**config.mk**
```make
export PLATFORM = sky130hd
export DESIGN_NAME = hazard_scoreboard_flat
export DESIGN_NICKNAME = d
export VERILOG_FILES = /design/src/rtl/hazard_pkg.sv /design/src/rtl/hazard_scoreboard_if.sv /design/src/rtl/hazard_fwd_sel.sv /design/src/rtl/hazard_scoreboard.sv /design/src/flat_wrapper.sv
export SDC_FILE = /design/constraint.sdc
export NUM_CORES = 1
export LEC_CHECK = 0
export CORE_MARGIN = 5
export CORE_UTILIZATION = 70
export DETAILED_ROUTE_END_ITERATION = 10
export DONT_BUFFER_PORTS = 1
export PLACE_DENSITY = 0.86
export SYNTH_ARGS = -nofsm -noshare
export SYNTH_HDL_FRONTEND = slang
export SYNTH_SLANG_ARGS = --single-unit
```
**constraint.sdc**
```tcl
create_clock -name clk -period 8.8 [get_ports clk]
set_clock_uncertainty 0.05 [all_clocks]
set_input_delay 1.76 -clock clk [delete_from_list [all_inputs] [get_ports clk]]
set_output_delay 1.76 -clock clk [all_outputs]
set_load 0.02 [all_outputs]
```
**src/rtl/hazard_pkg.sv**
```systemverilog
// hazard_pkg: shared types and constants for the hazard scoreboard.
//   xflush_state_e : exception-flush hold FSM states (RUN, XPEND)
//   FWD_NONE       : forward-select code meaning "read from register file"
//   STAGE_W        : stage index of writeback (always the lowest index)
//   stage_e()      : stage index of execute for a given stage count
package hazard_pkg;

  typedef enum logic [0:0] {
    RUN   = 1'b0,
    XPEND = 1'b1
  } xflush_state_e;

  localparam int unsigned FWD_NONE = 32'd0;
  localparam int unsigned STAGE_W  = 32'd0;

  // Execute is the youngest post-decode stage, i.e. the highest index.
  function automatic int unsigned stage_e(input int unsigned num_stages);
    return num_stages - 32'd1;
  endfunction

endpackage

```
**src/rtl/hazard_scoreboard_if.sv**
```systemverilog
// hazard_scoreboard_if: pipeline <-> hazard unit signal bundle.
//   master modport : pipeline side, drives stall requests, redirects,
//                    decode read addresses, per-stage writer info and
//                    long-op events; receives forwarding/stall/flush.
//   slave modport  : hazard unit side (opposite directions).
//   perf_lu_cnt / perf_mem_cnt are only live when the hazard unit is
//   built with HAZARD_PERF_EN; otherwise they read 0.
interface hazard_scoreboard_if #(
  parameter int NUM_STAGES   = 4,
  parameter int NUM_RD_PORTS = 2,
  parameter int REG_AW       = 5,
  parameter int FWD_W        = $clog2(NUM_STAGES + 1)
);

  logic                           i_cache_stall;
  logic                           d_cache_stall;
  logic                           alu_stallE;
  logic                           flush_exceptionM;
  logic                           flush_pred_failedE;
  logic                           jumpD;
  logic                           pred_takeD;
  logic [NUM_RD_PORTS*REG_AW-1:0] rd_addrD;
  logic [NUM_STAGES-1:0]          wr_en;
  logic [NUM_STAGES*REG_AW-1:0]   wr_addr;
  logic [NUM_STAGES-1:0]          late;
  logic                           lop_issueE;
  logic [REG_AW-1:0]              lop_addrE;
  logic                           lop_done;
  logic [REG_AW-1:0]              lop_done_addr;
  logic                           lop_kill;

  logic [NUM_RD_PORTS*FWD_W-1:0]  forward_sel;
  logic                           stallF;
  logic                           stallF2;
  logic                           stallD;
  logic [NUM_STAGES-1:0]          stall_bk;
  logic [NUM_STAGES-1:0]          flush_bk;
  logic                           flushF2;
  logic                           flushD;
  logic                           stallDblank;
  logic                           longest_stall;
  logic [31:0]                    perf_lu_cnt;
  logic [31:0]                    perf_mem_cnt;

  modport master (
    output i_cache_stall, d_cache_stall, alu_stallE, flush_exceptionM,
           flush_pred_failedE, jumpD, pred_takeD, rd_addrD, wr_en, wr_addr,
           late, lop_issueE, lop_addrE, lop_done, lop_done_addr, lop_kill,
    input  forward_sel, stallF, stallF2, stallD, stall_bk, flush_bk,
           flushF2, flushD, stallDblank, longest_stall, perf_lu_cnt,
           perf_mem_cnt
  );

  modport slave (
    input  i_cache_stall, d_cache_stall, alu_stallE, flush_exceptionM,
           flush_pred_failedE, jumpD, pred_takeD, rd_addrD, wr_en, wr_addr,
           late, lop_issueE, lop_addrE, lop_done, lop_done_addr, lop_kill,
    output forward_sel, stallF, stallF2, stallD, stall_bk, flush_bk,
           flushF2, flushD, stallDblank, longest_stall, perf_lu_cnt,
           perf_mem_cnt
  );

endinterface

```
**src/rtl/hazard_fwd_sel.sv**
```systemverilog
// hazard_fwd_sel: forwarding source select for one decode read port.
//   rd_addr  in  : source register of this port
//   wr_en    in  : per-stage write enable (index 0 = W ... top = E)
//   wr_addr  in  : per-stage destination registers, packed
//   late     in  : per-stage "result not ready yet"
//   fwd_sel  out : 0 = no forward, k = forward from stage k-1
//   load_use out : selected source is not ready, decode must wait
module hazard_fwd_sel
  import hazard_pkg::*;
#(
  parameter int NUM_STAGES = 4,
  parameter int REG_AW     = 5,
  parameter int FWD_W      = $clog2(NUM_STAGES + 1)
) (
  input  logic [REG_AW-1:0]            rd_addr,
  input  logic [NUM_STAGES-1:0]        wr_en,
  input  logic [NUM_STAGES*REG_AW-1:0] wr_addr,
  input  logic [NUM_STAGES-1:0]        late,
  output logic [FWD_W-1:0]             fwd_sel,
  output logic                         load_use
);

  // Priority match: ascending scan so the youngest matching stage wins; r0 never forwards.
  always_comb begin
    fwd_sel  = FWD_W'(FWD_NONE);
    load_use = 1'b0;
    for (int k = 1; k <= NUM_STAGES; k++) begin
      if ((rd_addr != {REG_AW{1'b0}}) && wr_en[k-1] &&
          (wr_addr[(k-1)*REG_AW +: REG_AW] == rd_addr)) begin
        fwd_sel  = FWD_W'(k);
        load_use = late[k-1];
      end else begin
        fwd_sel  = fwd_sel;
        load_use = load_use;
      end
    end
  end

endmodule

```
**src/rtl/hazard_scoreboard.sv**
```systemverilog
// hazard_scoreboard: decode-side hazard unit for the in-order pipeline.
//   clk, rst : clock, synchronous active-high reset
//   bus      : hazard_scoreboard_if.slave -- stall requests, redirects,
//              decode reads, per-stage writers, long-op events in;
//              forward selects, per-stage stall/flush, perf counters out.
// State: long-op busy bit per register, plus a RUN/XPEND FSM that keeps
// an exception flush asserted until a concurrent cache stall clears.
// Build option HAZARD_PERF_EN adds the load-use and cache-stall cycle
// counters; without it the counter outputs are tied to 0.
module hazard_scoreboard
  import hazard_pkg::*;
#(
  parameter int NUM_STAGES   = 4,
  parameter int NUM_RD_PORTS = 2,
  parameter int REG_AW       = 5,
  parameter int FWD_W        = $clog2(NUM_STAGES + 1)
) (
  input logic                clk,
  input logic                rst,
  hazard_scoreboard_if.slave bus
);

  localparam int E    = int'(stage_e(NUM_STAGES));
  localparam int NREG = 2 ** REG_AW;
  localparam logic [NREG-1:0] BIT0 = {{(NREG-1){1'b0}}, 1'b1};

  logic [FWD_W-1:0]        fwd_sel   [NUM_RD_PORTS];
  logic [NUM_RD_PORTS-1:0] lu_port;
  logic [NREG-1:0]         busy_q, busy_d;
  xflush_state_e           state_q, state_d;
  logic                    cache_miss, cstall, sb_stall, stall_dblank;
  logic                    xflush, stall_d, lop_set;
  logic [NUM_STAGES-1:0]   stall_bk, flush_bk;
  logic [NREG-1:0]         set_mask, clr_mask;

  for (genvar p = 0; p < NUM_RD_PORTS; p++) begin : g_port
    hazard_fwd_sel #(
      .NUM_STAGES (NUM_STAGES),
      .REG_AW     (REG_AW),
      .FWD_W      (FWD_W)
    ) u_fwd_sel (
      .rd_addr  (bus.rd_addrD[p*REG_AW +: REG_AW]),
      .wr_en    (bus.wr_en),
      .wr_addr  (bus.wr_addr),
      .late     (bus.late),
      .fwd_sel  (fwd_sel[p]),
      .load_use (lu_port[p])
    );
  end

  // Pack per-port selects onto the bus.
  always_comb begin
    bus.forward_sel = '0;
    for (int p = 0; p < NUM_RD_PORTS; p++) begin
      bus.forward_sel[p*FWD_W +: FWD_W] = fwd_sel[p];
    end
  end

  // Scoreboard stall: a port waits on an outstanding long op to a non-zero register.
  always_comb begin
    sb_stall = 1'b0;
    for (int p = 0; p < NUM_RD_PORTS; p++) begin
      sb_stall = sb_stall | ((bus.rd_addrD[p*REG_AW +: REG_AW] != {REG_AW{1'b0}}) &
                             busy_q[bus.rd_addrD[p*REG_AW +: REG_AW]]);
    end
  end

  // Stall and flush network for every pipeline register.
  always_comb begin
    cache_miss   = bus.i_cache_stall | bus.d_cache_stall;
    cstall       = cache_miss | bus.alu_stallE;
    stall_dblank = (|lu_port) | sb_stall;
    xflush       = bus.flush_exceptionM | (state_q == XPEND);
    stall_d      = cstall | stall_dblank;
    stall_bk     = {NUM_STAGES{cstall}};
    flush_bk     = {NUM_STAGES{xflush}};
    // W has already committed; only E also bubbles on a decode-only stall.
    flush_bk[STAGE_W] = 1'b0;
    flush_bk[E]       = xflush | (stall_dblank & ~cstall);
  end

  assign bus.stallDblank   = stall_dblank;
  assign bus.longest_stall = cstall;
  assign bus.stallD        = stall_d;
  assign bus.stallF2       = stall_d;
  assign bus.stallF        = stall_d & ~xflush;
  assign bus.stall_bk      = stall_bk;
  assign bus.flush_bk      = flush_bk;
  assign bus.flushF2       = xflush | bus.flush_pred_failedE |
                             ((bus.jumpD | bus.pred_takeD) & ~stall_d);
  assign bus.flushD        = xflush | (bus.flush_pred_failedE & ~stall_d);

  // Busy-bit next state: set beats clear, kill beats everything, r0 never busy.
  always_comb begin
    lop_set  = bus.lop_issueE & ~stall_bk[E] & ~flush_bk[E];
    set_mask = lop_set      ? (BIT0 << bus.lop_addrE)     : {NREG{1'b0}};
    clr_mask = bus.lop_done ? (BIT0 << bus.lop_done_addr) : {NREG{1'b0}};
    busy_d   = bus.lop_kill ? {NREG{1'b0}} : ((busy_q & ~clr_mask) | set_mask);
    busy_d[0] = 1'b0;
  end

  // Exception-flush hold FSM next state.
  always_comb begin
    state_d = state_q;
    case (state_q)
      RUN:     state_d = (bus.flush_exceptionM & cache_miss) ? XPEND : RUN;
      XPEND:   state_d = cache_miss ? XPEND : RUN;
      default: state_d = RUN;
    endcase
  end

  // State registers.
  always_ff @(posedge clk) begin
    if (rst) begin
      busy_q  <= {NREG{1'b0}};
      state_q <= RUN;
    end else begin
      busy_q  <= busy_d;
      state_q <= state_d;
    end
  end

`ifdef HAZARD_PERF_EN
  logic [31:0] perf_lu_q, perf_lu_d, perf_mem_q, perf_mem_d;

  // Counter increments; both wrap naturally at 2^32.
  always_comb begin
    perf_lu_d  = (stall_dblank & ~cstall) ? (perf_lu_q + 32'd1) : perf_lu_q;
    perf_mem_d = cache_miss ? (perf_mem_q + 32'd1) : perf_mem_q;
  end

  // Counter registers.
  always_ff @(posedge clk) begin
    if (rst) begin
      perf_lu_q  <= 32'd0;
      perf_mem_q <= 32'd0;
    end else begin
      perf_lu_q  <= perf_lu_d;
      perf_mem_q <= perf_mem_d;
    end
  end

  assign bus.perf_lu_cnt  = perf_lu_q;
  assign bus.perf_mem_cnt = perf_mem_q;
`else
  assign bus.perf_lu_cnt  = 32'd0;
  assign bus.perf_mem_cnt = 32'd0;
`endif

endmodule

```
**src/flat_wrapper.sv**
```systemverilog
// flat-port wrapper written by rule: the top's interface ports become plain ports
module hazard_scoreboard_flat import hazard_pkg::*;
#(
  parameter int NUM_STAGES   = 4,
  parameter int NUM_RD_PORTS = 2,
  parameter int REG_AW       = 5,
  parameter int FWD_W        = $clog2(NUM_STAGES + 1)
)
  (clk, rst, bus_i_cache_stall, bus_d_cache_stall, bus_alu_stallE, bus_flush_exceptionM, bus_flush_pred_failedE, bus_jumpD, bus_pred_takeD, bus_rd_addrD, bus_wr_en, bus_wr_addr, bus_late, bus_lop_issueE, bus_lop_addrE, bus_lop_done, bus_lop_done_addr, bus_lop_kill, bus_forward_sel, bus_stallF, bus_stallF2, bus_stallD, bus_stall_bk, bus_flush_bk, bus_flushF2, bus_flushD, bus_stallDblank, bus_longest_stall, bus_perf_lu_cnt, bus_perf_mem_cnt);
  hazard_scoreboard_if #(.NUM_STAGES(NUM_STAGES), .NUM_RD_PORTS(NUM_RD_PORTS), .REG_AW(REG_AW), .FWD_W(FWD_W)) bus_i ();
  input logic clk;
  input logic rst;
  input wire logic [$bits(bus_i.i_cache_stall)-1:0] bus_i_cache_stall;
  input wire logic [$bits(bus_i.d_cache_stall)-1:0] bus_d_cache_stall;
  input wire logic [$bits(bus_i.alu_stallE)-1:0] bus_alu_stallE;
  input wire logic [$bits(bus_i.flush_exceptionM)-1:0] bus_flush_exceptionM;
  input wire logic [$bits(bus_i.flush_pred_failedE)-1:0] bus_flush_pred_failedE;
  input wire logic [$bits(bus_i.jumpD)-1:0] bus_jumpD;
  input wire logic [$bits(bus_i.pred_takeD)-1:0] bus_pred_takeD;
  input wire logic [$bits(bus_i.rd_addrD)-1:0] bus_rd_addrD;
  input wire logic [$bits(bus_i.wr_en)-1:0] bus_wr_en;
  input wire logic [$bits(bus_i.wr_addr)-1:0] bus_wr_addr;
  input wire logic [$bits(bus_i.late)-1:0] bus_late;
  input wire logic [$bits(bus_i.lop_issueE)-1:0] bus_lop_issueE;
  input wire logic [$bits(bus_i.lop_addrE)-1:0] bus_lop_addrE;
  input wire logic [$bits(bus_i.lop_done)-1:0] bus_lop_done;
  input wire logic [$bits(bus_i.lop_done_addr)-1:0] bus_lop_done_addr;
  input wire logic [$bits(bus_i.lop_kill)-1:0] bus_lop_kill;
  output wire logic [$bits(bus_i.forward_sel)-1:0] bus_forward_sel;
  output wire logic [$bits(bus_i.stallF)-1:0] bus_stallF;
  output wire logic [$bits(bus_i.stallF2)-1:0] bus_stallF2;
  output wire logic [$bits(bus_i.stallD)-1:0] bus_stallD;
  output wire logic [$bits(bus_i.stall_bk)-1:0] bus_stall_bk;
  output wire logic [$bits(bus_i.flush_bk)-1:0] bus_flush_bk;
  output wire logic [$bits(bus_i.flushF2)-1:0] bus_flushF2;
  output wire logic [$bits(bus_i.flushD)-1:0] bus_flushD;
  output wire logic [$bits(bus_i.stallDblank)-1:0] bus_stallDblank;
  output wire logic [$bits(bus_i.longest_stall)-1:0] bus_longest_stall;
  output wire logic [$bits(bus_i.perf_lu_cnt)-1:0] bus_perf_lu_cnt;
  output wire logic [$bits(bus_i.perf_mem_cnt)-1:0] bus_perf_mem_cnt;
  assign bus_i.i_cache_stall = bus_i_cache_stall;
  assign bus_i.d_cache_stall = bus_d_cache_stall;
  assign bus_i.alu_stallE = bus_alu_stallE;
  assign bus_i.flush_exceptionM = bus_flush_exceptionM;
  assign bus_i.flush_pred_failedE = bus_flush_pred_failedE;
  assign bus_i.jumpD = bus_jumpD;
  assign bus_i.pred_takeD = bus_pred_takeD;
  assign bus_i.rd_addrD = bus_rd_addrD;
  assign bus_i.wr_en = bus_wr_en;
  assign bus_i.wr_addr = bus_wr_addr;
  assign bus_i.late = bus_late;
  assign bus_i.lop_issueE = bus_lop_issueE;
  assign bus_i.lop_addrE = bus_lop_addrE;
  assign bus_i.lop_done = bus_lop_done;
  assign bus_i.lop_done_addr = bus_lop_done_addr;
  assign bus_i.lop_kill = bus_lop_kill;
  assign bus_forward_sel = bus_i.forward_sel;
  assign bus_stallF = bus_i.stallF;
  assign bus_stallF2 = bus_i.stallF2;
  assign bus_stallD = bus_i.stallD;
  assign bus_stall_bk = bus_i.stall_bk;
  assign bus_flush_bk = bus_i.flush_bk;
  assign bus_flushF2 = bus_i.flushF2;
  assign bus_flushD = bus_i.flushD;
  assign bus_stallDblank = bus_i.stallDblank;
  assign bus_longest_stall = bus_i.longest_stall;
  assign bus_perf_lu_cnt = bus_i.perf_lu_cnt;
  assign bus_perf_mem_cnt = bus_i.perf_mem_cnt;
  hazard_scoreboard #(.NUM_STAGES(NUM_STAGES), .NUM_RD_PORTS(NUM_RD_PORTS), .REG_AW(REG_AW), .FWD_W(FWD_W)) u_core (.clk(clk), .rst(rst), .bus(bus_i));
endmodule
```
==> impl_metrics.yaml, run 1 <==
floorplanning:
  die_x_extent_um: 78.8
  initial_core_util_pct: 71.1
  chipHeight_um: 78.8
  placement_rows: 25
  die_area_um2: 6210
  area_of_the_core_region_um2: 4660
  ios: 145
place:
  place.detailed.instances: 403
  placement.setup.worst_slack_ns: 2.62
  post-dp-hpwl_um: 6490
  routabilityCongestion: 0.861
  io_port_bufs: 0
hold_path:
  hold_class: "register to register"
synth:
  synth_edf_count: 0
  synth-seq-area-share_pct: 19.3
  ys_async_sr_fraction_pct: 0
  synth_cell_types: 51
  synth_area_per_cell_um2: 8.74
  ys_dominant_reg_cell: "sky130_fd_sc_hd__dfxtp_1"
  synth.ff_latch_count: 32
  count_of_yosys_warnings_during_synthesis: 0
  syn-instance-count: 379
  post_synth_instance_area_um2: 3310
finish:
  final_net_count: 416
  antennaDiodeCount: 0
  multiInputGateArea_um2: 2180
  seqCellArea_um2: 641
  final_common_cell: "sky130_fd_sc_hd__conb_1"
  areaGrowthSynthToFinish_pct: -8.54
  final-instance-count-excl-fill: 411
  most-common-layout-cells: "sky130_fd_sc_hd__conb_1 (65), sky130_fd_sc_hd__dfxtp_1 (32), sky130_fd_sc_hd__o31ai_1 (27)"
  drive_above_1_share_pct: 9.24
  finish.utilization_pct: 65.0
  fillers: 387
grt:
  overall_routing_resource_usage_pct: 25.8
  grt_max_degree: 35
  vias_in_the_first_global_route: 2541
  initial_antenna_violation_count: 0
  globalRouteOverflowTotal: 0
  grt_pass1_wl_um: 12700
worst_setup_path:
  cpMaxStageDelayCell: "sky130_fd_sc_hd__o21ai_0"
  worstPathBufferInverterCount: 0
  timing.critical_path.arrival_ns: 4.40
  crit_path_cell_trace: "or3_1, nor3_2, nor4_2, o21ai_0, and4b_2, nand4_1, o21ai_0"
  path_common_cell: "sky130_fd_sc_hd__o21ai_0"
  critical_path_fanout_max: 10
  criticalPathCategory: "primary input to primary output"
  critical-path-max-stage-delay_ns: 0.78
  end_kind: "primary output"
  critical_path.startpoint_type: "primary input"
  crit_family: "simple AND/OR/NAND/NOR gates"
  worst-endpoint-required_ns: 6.99
sta:
  hold_violations: 0
  setup_total_negative_slack_ns: 0
  final_period_minus_worst_setup_slack_ns: 6.21
  final_min_period_over_clock_period_pct: 70.6
  worst_slew_margin_rel_pct: 42.5
  least_margin_pin_slew_ns: 0.861
  setup_ws_ns: 2.59
  report.final.slew_viol_count: 0
  finalSetupViolCount: 0
  worst_hold_slack_ns: 0.473
  grt_setup_unrepaired: "false"
  achievable-frequency_mhz: 161
clock_network:
  clock_tree_from_tritoncts: "yes"
  cts_buffer_depth: 2
  cts_resized: 0
  htreeDepth: 2
  cts_setup_buffers: 0
  clock_tree.root_cell: "sky130_fd_sc_hd__clkbuf_8"
  cts-hold-fix-buffers: 0
  clkSinkCount: 32
  clkLatencyLatePin_ns: 0.29
  cts_inserted_buffers: 5
  clkSlewWorstSetupHoldPaths_ns: 0.07
routing:
  antenna_violating_nets_post_route: 0
  routedWlPerCell_um: 20.4
  wl_um: 8400
  vias: 2688
  post-route-drc-count: 0
  detailedRoute.firstIterationViolations: 135
  firstDrtPassIters: 4
  vias_per_instance: 6.54
power_and_ir_drop:
  power.density_cell_area_nw_per_um2: 122
  leakage_nw: 1.09
  ir_drop_worst_case_vdd_mv: 0.203
job:
  total_of_max_cap_violations: 0
status:
  run_status: "completed"
==> final timing paths <==
check,startpoint,end,slack (ns),cells past startpoint
worst max-delay path,bus_rd_addrD[3],bus_flushD,2.59,7
worst min-delay path,u_core.busy_q[24],u_core.busy_q[24],0.47,2
worst max register to register,u_core.busy_q[13],u_core.busy_q[26],6.33,6
worst min register to register,u_core.busy_q[24],u_core.busy_q[24],0.47,2
==> sequential cells by signal, indices dropped and copies added, names as in the netlist <==
register        cells
u_core.busy_q      31
u_core.state_q      1
==> worst register-to-register path: cells and delay by family, from the launching register on <==
family	cells	cell delay (ns)
AOI/OAI and AO/OA	3	0.84
DFF	1	0.36
muxes	1	0.48
and+or+nand+nor	2	0.65
==> layout make-up <==
| type | count | area share, % |
|---|---|---|
| clock buffers | 6 | 2.40 |
| clock inverters | 2 | 1.16 |
| inverters | 7 | 0.867 |
| multi-input cells | 309 | 72.0 |
| flip-flops and latches | 32 | 21.1 |
| well taps | 54 | 2.23 |
| repair buffers | 1 | 0.248 |
==> stage by stage <==
stage,instance area [um^2],total power [mW]
4_1_cts,3030,0.367
5_1_grt,3030,0.382
2_1_floorplan,3550,0.262
6_report,3030,0.369
3_3_place_gp,2920,0.230
3_5_place_dp,2920,0.230
==> per-layer routing <==
| metal | part of all wire, % | routed length (um) | global-route usage (%) | up-vias |
|---|---|---|---|---|
| li1 | - | - | - | 1233 |
| met1 | 37 | 3100 | 31.0 | 1295 |
| met2 | 50 | 4230 | 44.4 | 149 |
| met3 | 11 | 957 | 8.28 | 11 |
| met4 | 1.4 | 114 | 6.64 | 0 |
| met5 | 0 | 0 | 0 | - |
==> Yosys cell counts (2+ instances only) <==
master                     number  area (um^2)
sky130_fd_sc_hd__a311o_2        2         22.5
sky130_fd_sc_hd__inv_1          7         26.3
sky130_fd_sc_hd__mux4_1         2         52.6
sky130_fd_sc_hd__nand2_1       13         48.8
sky130_fd_sc_hd__and2_1         3         18.8
sky130_fd_sc_hd__o311ai_0      10         87.6
sky130_fd_sc_hd__nand3b_1       8         60.1
sky130_fd_sc_hd__nor4_1         5         31.3
sky130_fd_sc_hd__or4_1          2         15.0
sky130_fd_sc_hd__mux4_2         8          180
sky130_fd_sc_hd__o211ai_1      21          158
sky130_fd_sc_hd__nand4_1       12         75.1
sky130_fd_sc_hd__clkbuf_1       5         18.8
sky130_fd_sc_hd__mux2i_1       11          110
sky130_fd_sc_hd__buf_6          8         90.1
sky130_fd_sc_hd__dfxtp_1       32          641
sky130_fd_sc_hd__buf_2          6         30.0
sky130_fd_sc_hd__nand3_1       16         80.1
sky130_fd_sc_hd__or3_1          2         12.5
sky130_fd_sc_hd__nor3_1         6         30.0
sky130_fd_sc_hd__nor4_2         2         25.0
sky130_fd_sc_hd__o31ai_2        2         25.0
sky130_fd_sc_hd__o21ai_0        5         25.0
sky130_fd_sc_hd__xnor2_1       19          166
sky130_fd_sc_hd__nor2_1        16         60.1
sky130_fd_sc_hd__mux2_2         3         33.8
sky130_fd_sc_hd__nand2b_1       5         31.3
sky130_fd_sc_hd__buf_4         75          563
sky130_fd_sc_hd__o31ai_1       27          203
sky130_fd_sc_hd__a21oi_1        4         20.0
sky130_fd_sc_hd__xor2_1        21          184
sky130_fd_sc_hd__a311oi_1       2         17.5
==> where the power goes <==
part           internal [mW]  total [mW]  switching (mW)
Sequential             0.145       0.145        0.000113
Combinational         0.0227      0.0838          0.0610
Clock                 0.0840       0.140          0.0560
==> cells by family after synthesis <==
logic type | synth area share (%)
AO/OA/AOI/OAI | 18.5
XOR/XNOR | 10.6
AND/OR/NAND/NOR | 18.0
multiplexers | 11.4
buffers and inverters | 22.1
flip-flops | 19.3
other | 0.113
Note: power is estimated with default switching activity, not from simulation.
==> inputs of run 2 (changes only) <==
--- a/config.mk
+++ b/config.mk
@@ -6,10 +6,10 @@
 export NUM_CORES = 1
 export LEC_CHECK = 0
 export CORE_MARGIN = 5
-export CORE_UTILIZATION = 70
+export CORE_UTILIZATION = 65
 export DETAILED_ROUTE_END_ITERATION = 10
 export DONT_BUFFER_PORTS = 1
-export PLACE_DENSITY = 0.86
+export PLACE_DENSITY = 0.81
 export SYNTH_ARGS = -nofsm -noshare
 export SYNTH_HDL_FRONTEND = slang
 export SYNTH_SLANG_ARGS = --single-unit
==> constraint.sdc (replaced) <==
create_clock -name clk -period 6.2 [get_ports clk]
set_clock_uncertainty 0.05 [all_clocks]
set_input_delay 1.24 -clock clk [delete_from_list [all_inputs] [get_ports clk]]
set_output_delay 1.24 -clock clk [all_outputs]
set_load 0.02 [all_outputs]
==> run 2 against run 1 <==
  * Highest routed layer unchanged
  * Largest power group unchanged
  * Flip-flop and latch count unchanged
  * Die area increased by 6.7%
  * Non-clock buffer count unchanged
  * Clock-buffer cell count is 2 higher
  * Critical endpoint unchanged
  * Utilization is 4.9 points lower
  * Clock power rose by 17%
  * Worst setup slack lost 1.6 ns
  * First-iteration DRC count increased by 40%
  * Combinational power is 41% higher
  * Wire length fell by 1.0%
  * Global-route usage fell by 1.0 points
==> impl_metrics.yaml, run 2 (same netlist as run 1, synthesis figures left out) <==
sta:
  least_margin_pin_slew_ns: 0.892
  final_min_period_over_clock_period_pct: 83.6
  hold_violations: 0
  worst_slew_margin_rel_pct: 40.0
  setup_ws_ns: 1.01
  report.final.slew_viol_count: 0
  final_period_minus_worst_setup_slack_ns: 5.19
  achievable-frequency_mhz: 193
  finalSetupViolCount: 0
  grt_setup_unrepaired: "false"
  setup_total_negative_slack_ns: 0
floorplanning:
  placement_rows: 26
  chipHeight_um: 81.4
  area_of_the_core_region_um2: 5040
  initial_core_util_pct: 65.7
  ios: 145
  die_area_um2: 6620
  die_x_extent_um: 81.4
place:
  post-dp-hpwl_um: 6460
  placement.setup.worst_slack_ns: 0.969
  routabilityCongestion: 0.918
  io_port_bufs: 0
  place.detailed.instances: 419
routing:
  vias_per_instance: 6.26
  wl_um: 8310
  vias: 2671
  firstDrtPassIters: 4
  routedWlPerCell_um: 19.5
  post-route-drc-count: 0
  antenna_violating_nets_post_route: 0
  detailedRoute.firstIterationViolations: 189
status:
  run_status: "completed"
worst_setup_path:
  critical_path.startpoint_type: "primary input"
  timing.critical_path.arrival_ns: 3.90
  critical_path_fanout_max: 10
  worst-endpoint-required_ns: 4.91
  end_kind: "primary output"
  criticalPathCategory: "primary input to primary output"
  worst-r2r-cell-count: 7
grt:
  grt_max_degree: 35
  globalRouteOverflowTotal: 0
  grt_pass1_wl_um: 12700
  vias_in_the_first_global_route: 2578
  initial_antenna_violation_count: 0
  overall_routing_resource_usage_pct: 24.8
hold_path:
  min_delay_path_depth: 2
  hold_class: "register to register"
power_and_ir_drop:
  total_power_mw: 0.489
  combinational_power_share_pct: 24.3
  sw_frac_of_total_pct: 32.7
  leakage_nw: 1.08
  power.density_cell_area_nw_per_um2: 161
  sequential_group_share_of_total_power_pct: 42.2
  ir_drop_worst_case_vdd_mv: 0.191
  p_sw_mw: 0.160
  clkPwrFrac_pct: 33.5
  intPower_mw: 0.329
clock_network:
  cts-hold-fix-buffers: 0
  clkLatencyLatePin_ns: 0.28
  clkSlewWorstSetupHoldPaths_ns: 0.07
  clock_tree.root_cell: "sky130_fd_sc_hd__clkbuf_8"
  htreeDepth: 2
  clkSinkCount: 32
  cts_buffer_depth: 2
  cts_inserted_buffers: 5
  cts_resized: 0
  clock_tree_from_tritoncts: "yes"
  cts_setup_buffers: 0
finish:
  registers.top_by_ff_count: "u_core.busy_q"
  finish.utilization_pct: 60.1
  fillers: 459
  final-instance-count-excl-fill: 427
  final_net_count: 416
  drive_above_1_share_pct: 8.96
  seqCellArea_um2: 641
  final_common_cell: "sky130_fd_sc_hd__conb_1"
  most-common-layout-cells: "sky130_fd_sc_hd__conb_1 (65), sky130_fd_sc_hd__dfxtp_1 (32), sky130_fd_sc_hd__o31ai_1 (27)"
  areaGrowthSynthToFinish_pct: -8.46
  top_regs: "u_core.busy_q x31, u_core.state_q x1"
  largest_reg_flops: 31
  multiInputGateArea_um2: 2180
  antennaDiodeCount: 0
job:
  total_of_max_cap_violations: 0
==> run 2: path summary, 6_finish.rpt <==
kind / from / slack (ns) / to
worst max-delay path: bus_rd_addrD[3] / 1.01 / bus_flushD
worst min-delay path: u_core.busy_q[1] / 0.45 / u_core.busy_q[1]
worst max register to register: u_core.busy_q[17] / 3.78 / u_core.busy_q[22]
worst min register to register: u_core.busy_q[1] / 0.45 / u_core.busy_q[1]
==> run 2: metal layers <==
metal  vias to the layer above  wire (um)  track usage, %
met4                         0        196            9.12
li1                       1232          -               -
met1                      1264       3260            32.6
met3                        20        953            5.99
met2                       155       3900            39.1
met5                         -          0               0
==> run 2: layout make-up <==
| cell class | count | share of cell area [%] |
|---|---|---|
| Sequential cell | 32 | 21.1 |
| Inverter | 7 | 0.867 |
| Clock buffer | 8 | 2.97 |
| Tap cell | 70 | 2.89 |
| Timing Repair Buffer | 1 | 0.248 |
| Multi-Input combinational cell | 309 | 71.9 |
==> run 2: metrics by stage <==
stage / instance area, um^2 / hold slack, ns
floorplan: 3550 / 0.411
global placement: 2940 / 0.435
detailed placement: 2940 / 0.447
CTS: 3030 / 0.455
global route: 3030 / 0.473
finish: 3030 / 0.450
==> run 2: critical path, stage by stage <==
cell and delay (ns):
sky130_fd_sc_hd__or3_1 0.37, sky130_fd_sc_hd__nor3_2 0.23, sky130_fd_sc_hd__nor4_2 0.18, sky130_fd_sc_hd__o21ai_0 0.25, sky130_fd_sc_hd__and4b_2 0.30, sky130_fd_sc_hd__nand4_1 0.53
sky130_fd_sc_hd__o21ai_0 0.79
==> run 2: power groups by stage <==
stage / registers (mW) / clock network, mW / logic, mW
2_1_floorplan: 0.211 / 0 / 0.161
3_3_place_gp: 0.211 / 0 / 0.116
3_5_place_dp: 0.211 / 0 / 0.117
4_1_cts: 0.206 / 0.163 / 0.117
5_1_grt: 0.206 / 0.172 / 0.129
6_report: 0.206 / 0.164 / 0.118
==> inputs of run 3 (changes only) <==
--- a/config.mk
+++ b/config.mk
@@ -5,11 +5,12 @@
 export SDC_FILE = /design/constraint.sdc
 export NUM_CORES = 1
 export LEC_CHECK = 0
+export ABC_AREA = 1
 export CORE_MARGIN = 5
-export CORE_UTILIZATION = 65
+export CORE_UTILIZATION = 59
 export DETAILED_ROUTE_END_ITERATION = 10
 export DONT_BUFFER_PORTS = 1
-export PLACE_DENSITY = 0.81
+export PLACE_DENSITY = 0.78
 export SYNTH_ARGS = -nofsm -noshare
 export SYNTH_HDL_FRONTEND = slang
 export SYNTH_SLANG_ARGS = --single-unit
==> constraint.sdc (replaced) <==
create_clock -name clk -period 4.4 [get_ports clk]
set_clock_uncertainty 0.05 [all_clocks]
set_input_delay 0.88 -clock clk [delete_from_list [all_inputs] [get_ports clk]]
set_output_delay 0.88 -clock clk [all_outputs]
set_load 0.02 [all_outputs]
==> run 3 against run 2 <==
  * First-iteration DRC count is 39% higher
  * Global-route usage decreased by 0.22 points
  * Die area is 23% higher
  * Cell area rose by 16%
  * Combinational power is 88% higher
  * Critical path type unchanged
  * Critical endpoint is now bus_flushF2
  * Largest cell class unchanged
  * Largest power group unchanged
==> impl_metrics.yaml, run 3 <==
floorplanning:
  initial_core_util_pct: 60.3
  chipHeight_um: 90.1
  placement_rows: 29
  ios: 145
  die_x_extent_um: 90.1
  area_of_the_core_region_um2: 6280
  die_area_um2: 8120
sta:
  final_min_period_over_clock_period_pct: 80.5
  worst_slew_margin_rel_pct: 55.5
  least_margin_pin_slew_ns: 0.661
  hold_violations: 0
  final_period_minus_worst_setup_slack_ns: 3.54
  finalSetupViolCount: 0
  setup_total_negative_slack_ns: 0
  achievable-frequency_mhz: 282
  grt_setup_unrepaired: "false"
  report.final.slew_viol_count: 0
hold_path:
  worst_hold_path.endpoint: "u_core.busy_q[3]"
  min_delay_path_depth: 2
  hold_start: "u_core.busy_q[3]"
  hold_class: "register to register"
worst_setup_path:
  end_kind: "primary output"
  timing.critical_path.arrival_ns: 2.61
  worst-r2r-cell-count: 11
  terminus_of_the_critical_flop_to_flop_path: "u_core.busy_q[4]"
  r2r_start: "u_core.busy_q[20]"
  worst-endpoint-required_ns: 3.47
  critical_path.startpoint_type: "primary input"
  criticalPathCategory: "primary input to primary output"
  critical_path_fanout_max: 12
  reg2reg_slack_ns: 2.40
routing:
  firstDrtPassIters: 5
  detailedRoute.firstIterationViolations: 263
  antenna_violating_nets_post_route: 0
  routedWlPerCell_um: 15.2
  wl_um: 10500
  vias: 3817
  post-route-drc-count: 0
  vias_per_instance: 5.50
synth:
  synth_area_per_cell_um2: 5.83
  synthTopCellsByCount: "sky130_fd_sc_hd__nand2_1 (130), sky130_fd_sc_hd__buf_4 (81), sky130_fd_sc_hd__nor2_1 (63), sky130_fd_sc_hd__inv_1 (62), sky130_fd_sc_hd__nand4_1 (50)"
  synth_top_area_share_pct: 16.9
  count_of_yosys_warnings_during_synthesis: 0
  synth-seq-area-share_pct: 16.9
  synth_area_leaders: "sky130_fd_sc_hd__dfxtp_1 (17%), sky130_fd_sc_hd__buf_4 (16%), sky130_fd_sc_hd__nand2_1 (13%), sky130_fd_sc_hd__nand4_1 (8.3%), sky130_fd_sc_hd__a21oi_1 (6.3%)"
  yosys.area.top_type: "sky130_fd_sc_hd__dfxtp_1"
  ys_dominant_reg_cell: "sky130_fd_sc_hd__dfxtp_1"
  post_synth_instance_area_um2: 3780
  syn-instance-count: 649
  synth_edf_count: 0
  synth_cell_types: 34
  synth.ff_latch_count: 32
  ys_async_sr_fraction_pct: 0
  cell_with_the_most_instances_after_synthesis: "sky130_fd_sc_hd__nand2_1"
clock_network:
  cts-hold-fix-buffers: 0
  cts_inserted_buffers: 5
  clock_tree.root_cell: "sky130_fd_sc_hd__clkbuf_8"
  clkLatencyLatePin_ns: 0.28
  htreeDepth: 2
  cts_setup_buffers: 0
  cts_buffer_depth: 2
  clkSinkCount: 32
  cts_resized: 0
  clkSlewWorstSetupHoldPaths_ns: 0.06
  clock_tree_from_tritoncts: "yes"
status:
  run_status: "completed"
power_and_ir_drop:
  ir_drop_worst_case_vdd_mv: 0.150
  leakage_nw: 1.55
  power.density_cell_area_nw_per_um2: 214
  total_power_mw: 0.750
grt:
  overall_routing_resource_usage_pct: 24.5
  initial_antenna_violation_count: 0
  grt_max_degree: 37
  vias_in_the_first_global_route: 3463
  grt_pass1_wl_um: 16800
  globalRouteOverflowTotal: 0
place:
  io_port_bufs: 0
  routabilityCongestion: 0.972
  post-dp-hpwl_um: 8220
finish:
  areaGrowthSynthToFinish_pct: -7.31
  antennaDiodeCount: 0
  final_common_cell: "sky130_fd_sc_hd__nand2_1"
  fillers: 670
  final_net_count: 677
  largest_reg_flops: 31
  most-common-layout-cells: "sky130_fd_sc_hd__nand2_1 (130), sky130_fd_sc_hd__conb_1 (65), sky130_fd_sc_hd__inv_1 (62), sky130_fd_sc_hd__nor2_1 (62), sky130_fd_sc_hd__nand4_1 (50)"
  drive_above_1_share_pct: 5.02
  registers.top_by_ff_count: "u_core.busy_q"
  top_regs: "u_core.busy_q x31, u_core.state_q x1"
job:
  total_of_max_cap_violations: 0
[run 3: cell count changes after synthesis, sizes merged, moves of 38 or more]
cell	change
a21oi	+44
inv	+61
nand2	+120
nand4	+38
nor2	+50
o21ai	+44
[run 3: power breakdown]
group	switching, mW	internal, mW	total (mW)
registers	0.000164	0.290	0.291
logic	0.166	0.0564	0.222
clock network	0.0983	0.139	0.237
[run 3: worst max path at each step]
stage	start	end	slack, ns	depth (start not counted)
after global placement	bus_rd_addrD[0]	bus_flushF2	0.97	12
after detailed placement	bus_rd_addrD[1]	bus_flushF2	0.90	12
after global routing	bus_rd_addrD[1]	bus_flushD	0.69	14
after floorplan	bus_rd_addrD[9]	bus_flushD	0.77	14
final	bus_rd_addrD[1]	bus_flushF2	0.86	12
after CTS	bus_rd_addrD[1]	bus_flushF2	0.89	12
[run 3: cells by family (layout without fill, tap and decap cells)]
logic type	Yosys count	count (layout)	share of synthesized area [%]
compound gates	115	115	16.4
simple gates	312	312	37.3
other cells	1	65	0.0991
buf+inv	180	84	27.1
flops	32	32	16.9
xor+xnor	9	9	2.08
[run 3: per-layer routing]
metal  up-vias  GRT usage, %  share of wire (%)
li1       1938             -                  -
met1      1696          27.8                 39
met2       163          42.6                 49
met3        20          6.51                9.1
met4         0          11.4                2.8
met5         -             0                  0
[run 3: area by class of cell]
class | instances | area, um^2 | share of cell area (%)
Multi-Input combinational cell | 501 | 2360 | 67.3
Sequential cell | 32 | 641 | 18.3
Inverter | 70 | 263 | 7.49
Clock buffer | 7 | 96.3 | 2.75
Tap cell | 77 | 96.3 | 2.75
Timing Repair Buffer | 7 | 52.6 | 1.50
[run 3: critical path: stages]
cell                       delay [ns]
sky130_fd_sc_hd__inv_1           0.31
sky130_fd_sc_hd__o21ai_0         0.13
sky130_fd_sc_hd__nor3_1          0.21
sky130_fd_sc_hd__nand2_1         0.12
sky130_fd_sc_hd__nand2_1         0.07
sky130_fd_sc_hd__inv_1           0.04
sky130_fd_sc_hd__nand2_2         0.06
sky130_fd_sc_hd__nand3_2         0.07
sky130_fd_sc_hd__nor2_4          0.23
sky130_fd_sc_hd__nand2_1         0.13
sky130_fd_sc_hd__o211ai_1        0.17
sky130_fd_sc_hd__buf_4           0.17
[run 3: stage by stage]
step | std cells | hold slack [ns] | cell area (um^2) | util (%) | setup WS (ns)
4_1_cts | 694 | 0.430 | 3510 | 55.9 | 0.894
5_1_grt | 694 | 0.456 | 3510 | 55.9 | 0.691
6_report | 694 | 0.429 | 3510 | 55.9 | 0.858
3_5_place_dp | 687 | 0.421 | 3410 | 54.4 | 0.899
2_1_floorplan | 713 | 0.401 | 4030 | - | 0.774
3_3_place_gp | 687 | 0.415 | 3410 | 54.4 | 0.966
